<file path="src/rtl/vector_pair_dot_product.sv">
// rtl/vector_pair_dot_product.sv - pairs first/second vectors and streams their unsigned dot products
module vector_pair_dot_product #(
  parameter int ELEMENT_WIDTH    = 24,
  parameter int ADDR_WIDTH       = 17,
  parameter int VECTOR_DIMENSION = 3,
  parameter int RESULT_WIDTH     = 2*ELEMENT_WIDTH + $clog2(VECTOR_DIMENSION+1)
) (
  input  logic                                           clk,
  input  logic                                           reset,
  input  logic [VECTOR_DIMENSION-1:0][ELEMENT_WIDTH-1:0] first_vector,
  input  logic                                           first_vector_ready,
  input  logic [VECTOR_DIMENSION-1:0][ELEMENT_WIDTH-1:0] second_vector,
  input  logic                                           second_vector_ready,
  input  logic                                           src_done,
  output logic [RESULT_WIDTH-1:0]                        result_data,
  output logic [ADDR_WIDTH-1:0]                          result_addr,
  output logic                                           result_valid,
  input  logic                                           result_ready,
  output logic [ADDR_WIDTH-1:0]                          result_count,
  output logic                                           overrun,
  output logic                                           busy,
  output logic                                           all_done
);

  localparam int IDX_W = (VECTOR_DIMENSION > 1) ? $clog2(VECTOR_DIMENSION) : 1;
  localparam logic [IDX_W-1:0] LAST_IDX = IDX_W'(VECTOR_DIMENSION - 1);

  typedef enum logic [1:0] {IDLE, MAC, OUT} state_t;

  state_t state;

  // Holding registers: one slot per side, filled while the engine is computing
  logic [VECTOR_DIMENSION-1:0][ELEMENT_WIDTH-1:0] hold_a;
  logic [VECTOR_DIMENSION-1:0][ELEMENT_WIDTH-1:0] hold_b;
  logic                                           full_a;
  logic                                           full_b;
  logic                                           done_latch;

  // Work registers owned by the MAC engine
  logic [VECTOR_DIMENSION-1:0][ELEMENT_WIDTH-1:0] work_a;
  logic [VECTOR_DIMENSION-1:0][ELEMENT_WIDTH-1:0] work_b;
  logic [RESULT_WIDTH-1:0]                        acc;
  logic [IDX_W-1:0]                               idx;

  logic [2*ELEMENT_WIDTH-1:0] product;
  logic [RESULT_WIDTH-1:0]    mac_sum;
  logic                       load;

  // The engine drains both holding registers in the same edge it starts a pair
  assign load     = (state == IDLE) && full_a && full_b;
  assign busy     = (state != IDLE);
  assign all_done = done_latch && !full_a && !full_b && (state == IDLE);

  // Full-width product of the current element pair added to the running sum
  always_comb begin
    product = work_a[idx] * work_b[idx];
    mac_sum = acc + RESULT_WIDTH'(product);
  end

  // Input capture: a strobe fills an empty slot (or one being drained), else it is dropped
  always_ff @(posedge clk) begin
    if (reset) begin
      hold_a     <= '0;
      hold_b     <= '0;
      full_a     <= 1'b0;
      full_b     <= 1'b0;
      overrun    <= 1'b0;
      done_latch <= 1'b0;
    end else begin
      if (load) begin
        full_a <= 1'b0;
        full_b <= 1'b0;
      end
      if (first_vector_ready) begin
        if (!full_a || load) begin
          hold_a <= first_vector;
          full_a <= 1'b1;
        end else begin
          overrun <= 1'b1;
        end
      end
      if (second_vector_ready) begin
        if (!full_b || load) begin
          hold_b <= second_vector;
          full_b <= 1'b1;
        end else begin
          overrun <= 1'b1;
        end
      end
      if (src_done) begin
        done_latch <= 1'b1;
      end
    end
  end

  // Engine: load a pair, accumulate one element per cycle, then hold the result until accepted
  always_ff @(posedge clk) begin
    if (reset) begin
      state        <= IDLE;
      work_a       <= '0;
      work_b       <= '0;
      acc          <= '0;
      idx          <= '0;
      result_data  <= '0;
      result_valid <= 1'b0;
      result_addr  <= '0;
      result_count <= '0;
    end else begin
      case (state)
        IDLE: begin
          if (load) begin
            work_a <= hold_a;
            work_b <= hold_b;
            acc    <= '0;
            idx    <= '0;
            state  <= MAC;
          end
        end
        MAC: begin
          acc <= mac_sum;
          idx <= idx + 1'b1;
          if (idx == LAST_IDX) begin
            result_data  <= mac_sum;
            result_valid <= 1'b1;
            state        <= OUT;
          end
        end
        OUT: begin
          if (result_ready) begin
            result_valid <= 1'b0;
            result_addr  <= result_addr + 1'b1;
            result_count <= result_count + 1'b1;
            state        <= IDLE;
          end
        end
        default: begin
          state <= IDLE;
        end
      endcase
    end
  end

endmodule

</file>
<file path="config.mk">
export PLATFORM = sky130hd
export DESIGN_NAME = vector_pair_dot_product
export DESIGN_NICKNAME = d
export VERILOG_FILES = /design/src/rtl/vector_pair_dot_product.sv
export SDC_FILE = /design/constraint.sdc
export NUM_CORES = 2
export LEC_CHECK = 0
export CORE_MARGIN = 4
export CORE_UTILIZATION = 45
export DETAILED_ROUTE_END_ITERATION = 16
export GPL_ROUTABILITY_DRIVEN = 0
export PLACE_DENSITY_LB_ADDON = 0.15
export SYNTH_ARGS = -nofsm -noshare
export SYNTH_HDL_FRONTEND = slang
export SYNTH_SLANG_ARGS = --single-unit
</file>
<file path="constraint.sdc">
create_clock -name clk -period 16.5 [get_ports clk]
set_input_delay 4.125 -clock clk [delete_from_list [all_inputs] [get_ports clk]]
set_output_delay 4.125 -clock clk [all_outputs]
set_load 0.005 [all_outputs]
</file>
# Word level (Yosys, flattened, before mapping)
# Index checks and enable logic that the tools add are counted.
totals:
  reg_bits: 431
  inputBits: 150
  output_inout_bits: 88
  elab_cells: 81
classes:
  n_addsub: 4
  n_mul: 1
  magnitude_cmp: 1
  eq_ne: 6
  muxes: 25
  n_reduce_logical: 21
ops:
  columns: ["operator", "n"]
  rows:
  - ["$pmux W50 S2", 1]
  - ["$bmux W24 S2", 2]
  - ["$add A50 B48 Y50", 1]
  - ["$mux W50", 1]
  - ["$mul A24 B24 Y48", 1]
  - ["$mux W24", 2]
  - ["$add A17 B1 Y17 const B", 2]
  - ["$mux W1", 12]
  - ["$reduce_and A2 Y1", 6]
  - ["$mux W2", 4]
  - ["$ne A2 B2 Y1 const B", 3]
  - ["$pmux W2 S3", 1]
  - ["$reduce_and A3 Y1", 2]
  - ["$reduce_bool A2 Y1", 3]
  - ["$logic_and A1 B1 Y1", 5]
  - ["$eq A2 B2 Y1 const B", 2]
  - ["$pmux W2 S2", 1]
  - ["$lt A2 B3 Y1 const B", 1]
  - ["$add A2 B1 Y2 const B", 1]
  - ["$eq A2 B1 Y1 const B", 1]
  - ["$logic_not A1 Y1", 2]
  - ["$logic_not A2 Y1", 1]
  - ["$logic_or A1 B1 Y1", 2]
  - ["$pmux W1 S2", 1]

# Depth between registers and ports, before layout
logic_depth:
  word_depth: 8
  depth_mapped: 34
  depth_no_buf: 30

# Least setup slack after synthesis
# No wires, ideal clock.
synth_timing:
  kind: "register -> register"
  startpoint: "register idx[0]"
  endpoint: "register acc[45]"
  setup_time_ns: 0.117
  t_arrival_ns: 8.314
  required_time_ns: 16.383
  slack_ns: 8.070
  stages_incl_launch_ff: 34
  n_path_buf: 4
  synth_period_minus_slack_ns: 8.430
  path_cell_list: "dfxtp_1 -> clkbuf_1 -> buf_1 -> mux2i_1 -> nor2_1 -> a21oi_1 -> clkbuf_1 -> nor2_1 -> fa_1 -> fa_1 -> inv_1 -> fa_1 -> inv_1 -> fa_1 -> inv_1 -> fa_1 -> inv_1 -> fa_1 -> inv_1 -> fa_1 -> inv_1 -> ha_1 -> clkbuf_1 -> a21o_1 -> a21o_1 -> a21oi_1 -> o21ai_0 -> a22o_1 -> a2111oi_4 -> o22ai_2 -> a31oi_1 -> o21ai_1 -> xor2_1 -> a22o_1"
synth_via:
  elab_chain_len: 5
  elab_cells_between_ends: 7
  cone_classes: "1 x add/sub; 1 x mul; 5 x mux"
synth_lines:
  columns: ["element", "line_no", "rtl"]
  rows:
  - ["from (decl)", "43", "logic [IDX_W-1:0] idx;"]
  - ["from (signal assigned)", "121", "idx <= idx + 1'b1;"]
  - ["$bmux W24 S2", "56", "product = work_a[idx] * work_b[idx];"]
  - ["$mux W24 (not written as such)", "56", null]
  - ["$mul A24 B24 Y48 *", "56", null]
  - ["$add A50 B48 Y50 *", "57", "mac_sum = acc + RESULT_WIDTH'(product);"]
  - ["$pmux W50 S2 *", "109", "case (state)"]
  - ["to (signal assigned)", "120", "acc <= mac_sum;"]
  - ["to (decl)", "42", "logic [RESULT_WIDTH-1:0] acc;"]
# Mark *: on every way between the ends. The rest lies on a longest branch, timed or not. The select of a mux whose other input is x is not followed.
# A chain may end at the register's enable or synchronous reset.

# Worst setup path in the final report
layout_timing:
  startpoint: "register idx[0]"
  endpoint: "register result_data[46]"
layout_via:
  elab_chain_len: 4
  elab_cells_between_ends: 8
  cone_classes: "1 x add/sub; 1 x mul; 1 x eq/ne; 4 x mux; 1 x reduce/logical"
layout_lines:
  columns: ["element", "line_no", "rtl"]
  rows:
  - ["$bmux W24 S2", "56", null]
  - ["$mux W24 (not written as such)", "56", null]
  - ["$mul A24 B24 Y48", "56", null]
  - ["$add A50 B48 Y50", "57", null]
  - ["to (signal assigned)", "123", "result_data <= mac_sum;"]
  - ["to (decl)", "15", "output logic [RESULT_WIDTH-1:0] result_data,"]
# Parallel ways exist; a longest one is shown, timed or not. The select of a mux whose other input is x is not followed.

==> results.txt <==
* Crit path max-delay cell type: a21oi_2
- The final layout contains routed wiring with a total length of 112000 µm.
* Transition time at the pin with the least slew margin: 1.14 ns
* Number of storage elements in the synthesis netlist: 431
- Summed over all nets, the half-perimeter wirelength after detailed placement is 85100 µm.
- Number of top-level design ports: 238
- Measured along the y axis, the die boundary spans 291 µm.
- Cell occurring most often along the worst timing path: fa_1
- CTS H-tree depth: 2
- Post-route clock skew: 0.0188 ns
- Max Clock Freq: 103 MHz
- After floorplanning, the core was divided into 103 placement rows.
* Average instance area after synthesis: 8.19 µm²
- All-Layer GR Usage: 0.266
* Effective utilization at floorplan: 0.455
- Clock network latency to the later pin of the worst-skew pair: 0.62 ns
- Port Buffers: 237
* Post-route ant nets: 0
* Mapped Area: 36000 µm²
* Number of remaining DRC errors: 0
- The finished layout holds 5592 standard cells, fillers aside.
- Setup repair after global routing left no endpoint under its margin.
* Maximum number of pins on one net before global-route repair: 214
- Share of async-settable or async-resettable flops after synthesis: 0
- Total Neg Setup Slack: 0 ns
- Number of enable-type register cells in the synthesized netlist: 0
- CTS Sinks: 431
* Area added between synthesis and finish: 14.4%
- Yosys attributes the largest share of cell area to fa_1 29%, dfxtp_1 24%, nand2_1 11%, inv_1 6.8%, a21oi_1 6.3%.
* R2R Setup Slk: 6.80 ns
* Max-Slew Margin vs Limit: 0.242
- The routed layout has 29400 vias.
- The worst hold path belongs to the class reg2reg.
- Buffer type at the clock tree root: clkbuf_16
* Final Net Count: 5362
- Register area: 8630 µm²
- Average routed wire per standard cell: 20.1 µm
- Worst Setup Path Type: reg2reg
- Multi-input logic area: 24100 µm²
* Number of maximum-capacitance constraint violations: 0
* Area leader, netlist: fa_1
- Hold-fix buffers, CTS: 0
- Number of buffers and inverters on the critical path: 7
- Of the synthesized area, sequential elements account for 0.240.
- Synthesized instance count: 4399
- R2R Path End: result_data[46]$_SDFFE_PP0P_
- For this design the ratio of total power to cell area is 60.1 nW/µm².
- For this run, the detailed router's first-pass iteration total came to 6.
- The path with the worst hold slack has its endpoint at work_b[67]$_SDFFE_PP0P_.
- From left edge to right edge, the die measures 291 µm.
* Critical Path Sink Type: register
- Final Worst Setup Slack: 6.80 ns
- In the final layout, the share of cells above drive strength 1 is 0.0432.
- The netlist uses 55 different library cells.
- Number of inserted diodes: 0
* Overflow after GRT: 0
- Final hold analysis gives a worst-case slack of 0.445 ns.
- # setup viols final: 0
- For this design the static power due to leakage is 18.5 nW.
- The worst register-to-register path begins at idx[0]$_SDFFE_PP0P_.
* TritonCTS clock tree: yes
- Worst hold path startpoint: hold_b[67]$_SDFFE_PP0P_
- In this design, the largest share of critical-path delay is due to adder cells.
* Post-CTS Resized: 0
- OpenSTA, run right after detailed placement, puts the worst setup slack at 7.03 ns.
- Yosys warnings: 0
* Depth of the most critical reg-to-reg path: 29
* Number of global-route vias before repair: 30600
- Clock-pin transition on the worst setup and hold timing paths: 0.06 ns
* Global-route wire length before repair: 176000 µm
* Outcome: finished clean
* Core Area: 79100 µm²
- At the worst endpoint, the required time is 17.03 ns.
- Post-synth net total: 5260
* Post CTS Setup Buffer Count: 0
- Number of pins with negative max-slew slack in the final report: 0
- VDD sags by at most 0.0723 mV.
- In this design, the stage delay of the slowest critical-path cell is 0.85 ns.
- The finished cells cover 41200 µm².
* Hold-critical path depth: 2
* Max Fanout on Critical Path: 50
* Final critical-path share of the clock period: 0.588
- Maximum root-to-sink buffer count: 3
- Fill cells in the final layout number 7819.
- Total die area: 84600 µm²
* Number of vias per cell after detailed routing: 5.26
* Post-synth top flop: dfxtp_1
* Initial antenna violation count: 0
- Of the post-synthesis cell area, the dominant cell type holds 0.295.
- The worst setup path is launched from a register.
- Final critical delay including setup and external delays: 9.70 ns
- Total placed instance area: 39400 µm²
* Placed insts: 5498
- Inserted Clock Buffers: 51
- The total count of hold-check failures in the final report is 0.
- Data arrival time at the worst-slack endpoint: 10.23 ns
* Iter 0 DRT Violations: 2312
==> worst register-to-register path, delay by kind of cell (launching register included) <==
family | cells | cell delay [ns]
muxes | 1 | 0.35
AOI/OAI and AO/OA | 7 | 2.67
and+or+nand+nor | 5 | 0.84
xor gates and xnor gates | 1 | 0.29
adders and majority gates | 8 | 4.05
DFF | 1 | 0.39
buffers and inverters | 7 | 1.04
==> kinds of logic after synthesis <==
kind of cell             share of synthesized area
flip-flops                                   0.240
multiplexers                                0.0147
buffers and inverters                       0.0939
AND/OR/NAND/NOR                              0.174
XOR/XNOR                                    0.0178
adder cells (fa/ha/maj)                      0.357
AO/OA/AOI/OAI                                0.103
==> layout make-up <==
cell class,instances,area share
multi-input combinational,3067,0.585
inverter,651,0.0593
clock buffer,69,0.0361
timing repair buffer,299,0.0693
clock inverter,25,0.00844
tap,1050,0.0319
sequential,431,0.210
==> cell usage in the layout, fill, tap and decap left out, types with 7 or more instances in the layout <==
cell type	instances
mux2i_1	53
inv_1	651
a22o_1	23
clkdlybuf4s50_1	236
or3_1	9
o21bai_1	10
xnor2_1	37
a21oi_2	13
a21o_1	78
nor3_1	11
clkbuf_16	52
xor2_1	36
and2_1	15
clkinv_2	8
or2_2	7
nand4_1	17
clkbuf_8	12
nor2_1	404
dfxtp_1	429
a21oi_1	444
fa_1	530
a31oi_1	8
ha_1	181
o21ai_0	30
nand2_1	1026
and3_1	17
nand3_1	48
buf_4	61
==> through the flow <==
stage	power, W	util
2_1_floorplan	0.00119	-
3_3_place_gp	0.00128	0.497
3_5_place_dp	0.00128	0.497
4_1_cts	0.00250	0.521
5_1_grt	0.00256	0.521
6_report	0.00247	0.521
==> sequential cells by signal (all words and copies together), names as in the netlist <==
register / count
hold_a: 72
hold_b: 72
work_a: 72
work_b: 72
acc: 50
result_data: 50
result_addr: 17
result_count: 17
idx: 2
state: 2
done_latch: 1
full_a: 1
full_b: 1
overrun: 1
result_valid: 1
==> synth_stat cells, types with 3 or more instances <==
library cell  count
and2_1           17
o21a_1            4
buf_1            20
and3_1           18
clkbuf_1        230
a21o_1           78
inv_1           651
nor4_1            3
nor2_1          404
nand4_1          17
mux2i_1          53
a31oi_1           8
nand2b_1          4
xor2_1           36
or3_1             9
dfxtp_1         431
ha_1            181
or2_2             7
xnor2_1          37
fa_1            530
a21oi_1         456
nand3_1          49
a22o_1           23
nor3_1           12
nor4b_1           3
nand2_1        1029
o21ai_1           7
o21bai_1         10
o21ai_0          31
nor2b_1           8
a211oi_1          3
==> routing by layer <==
| metal | track usage | vias up | share of wire |
|---|---|---|---|
| li1 | - | 13700 | - |
| met1 | 0.341 | 14500 | 0.41 |
| met2 | 0.448 | 916 | 0.47 |
| met3 | 0.0485 | 258 | 0.068 |
| met4 | 0.107 | 0 | 0.047 |
| met5 | 0 | - | 0 |
==> how the worst max path moves through the flow <==
stage	from	end	slack (ns)	cells past startpoint
final	idx[0]$_SDFFE_PP0P_	result_data[46]$_SDFFE_PP0P_	6.80	29
after global routing	idx[0]$_SDFFE_PP0P_	result_data[46]$_SDFFE_PP0P_	6.49	29
after CTS	idx[0]$_SDFFE_PP0P_	result_data[46]$_SDFFE_PP0P_	7.00	29
after detailed placement	idx[0]$_SDFFE_PP0P_	acc[45]$_SDFFE_PP0P_	7.03	31
after global placement	idx[0]$_SDFFE_PP0P_	result_data[46]$_SDFFE_PP0P_	6.97	29
after floorplan	idx[0]$_SDFFE_PP0P_	acc[45]$_SDFFE_PP0P_	8.07	33
==> power by group <==
group | internal [W] | total, W | switching [W]
clock network | 0.000731 | 0.00122 | 0.000488
logic | 0.0000626 | 0.000172 | 0.000109
registers | 0.00107 | 0.00108 | 0.0000162
Power figures use the tool's default switching activity.
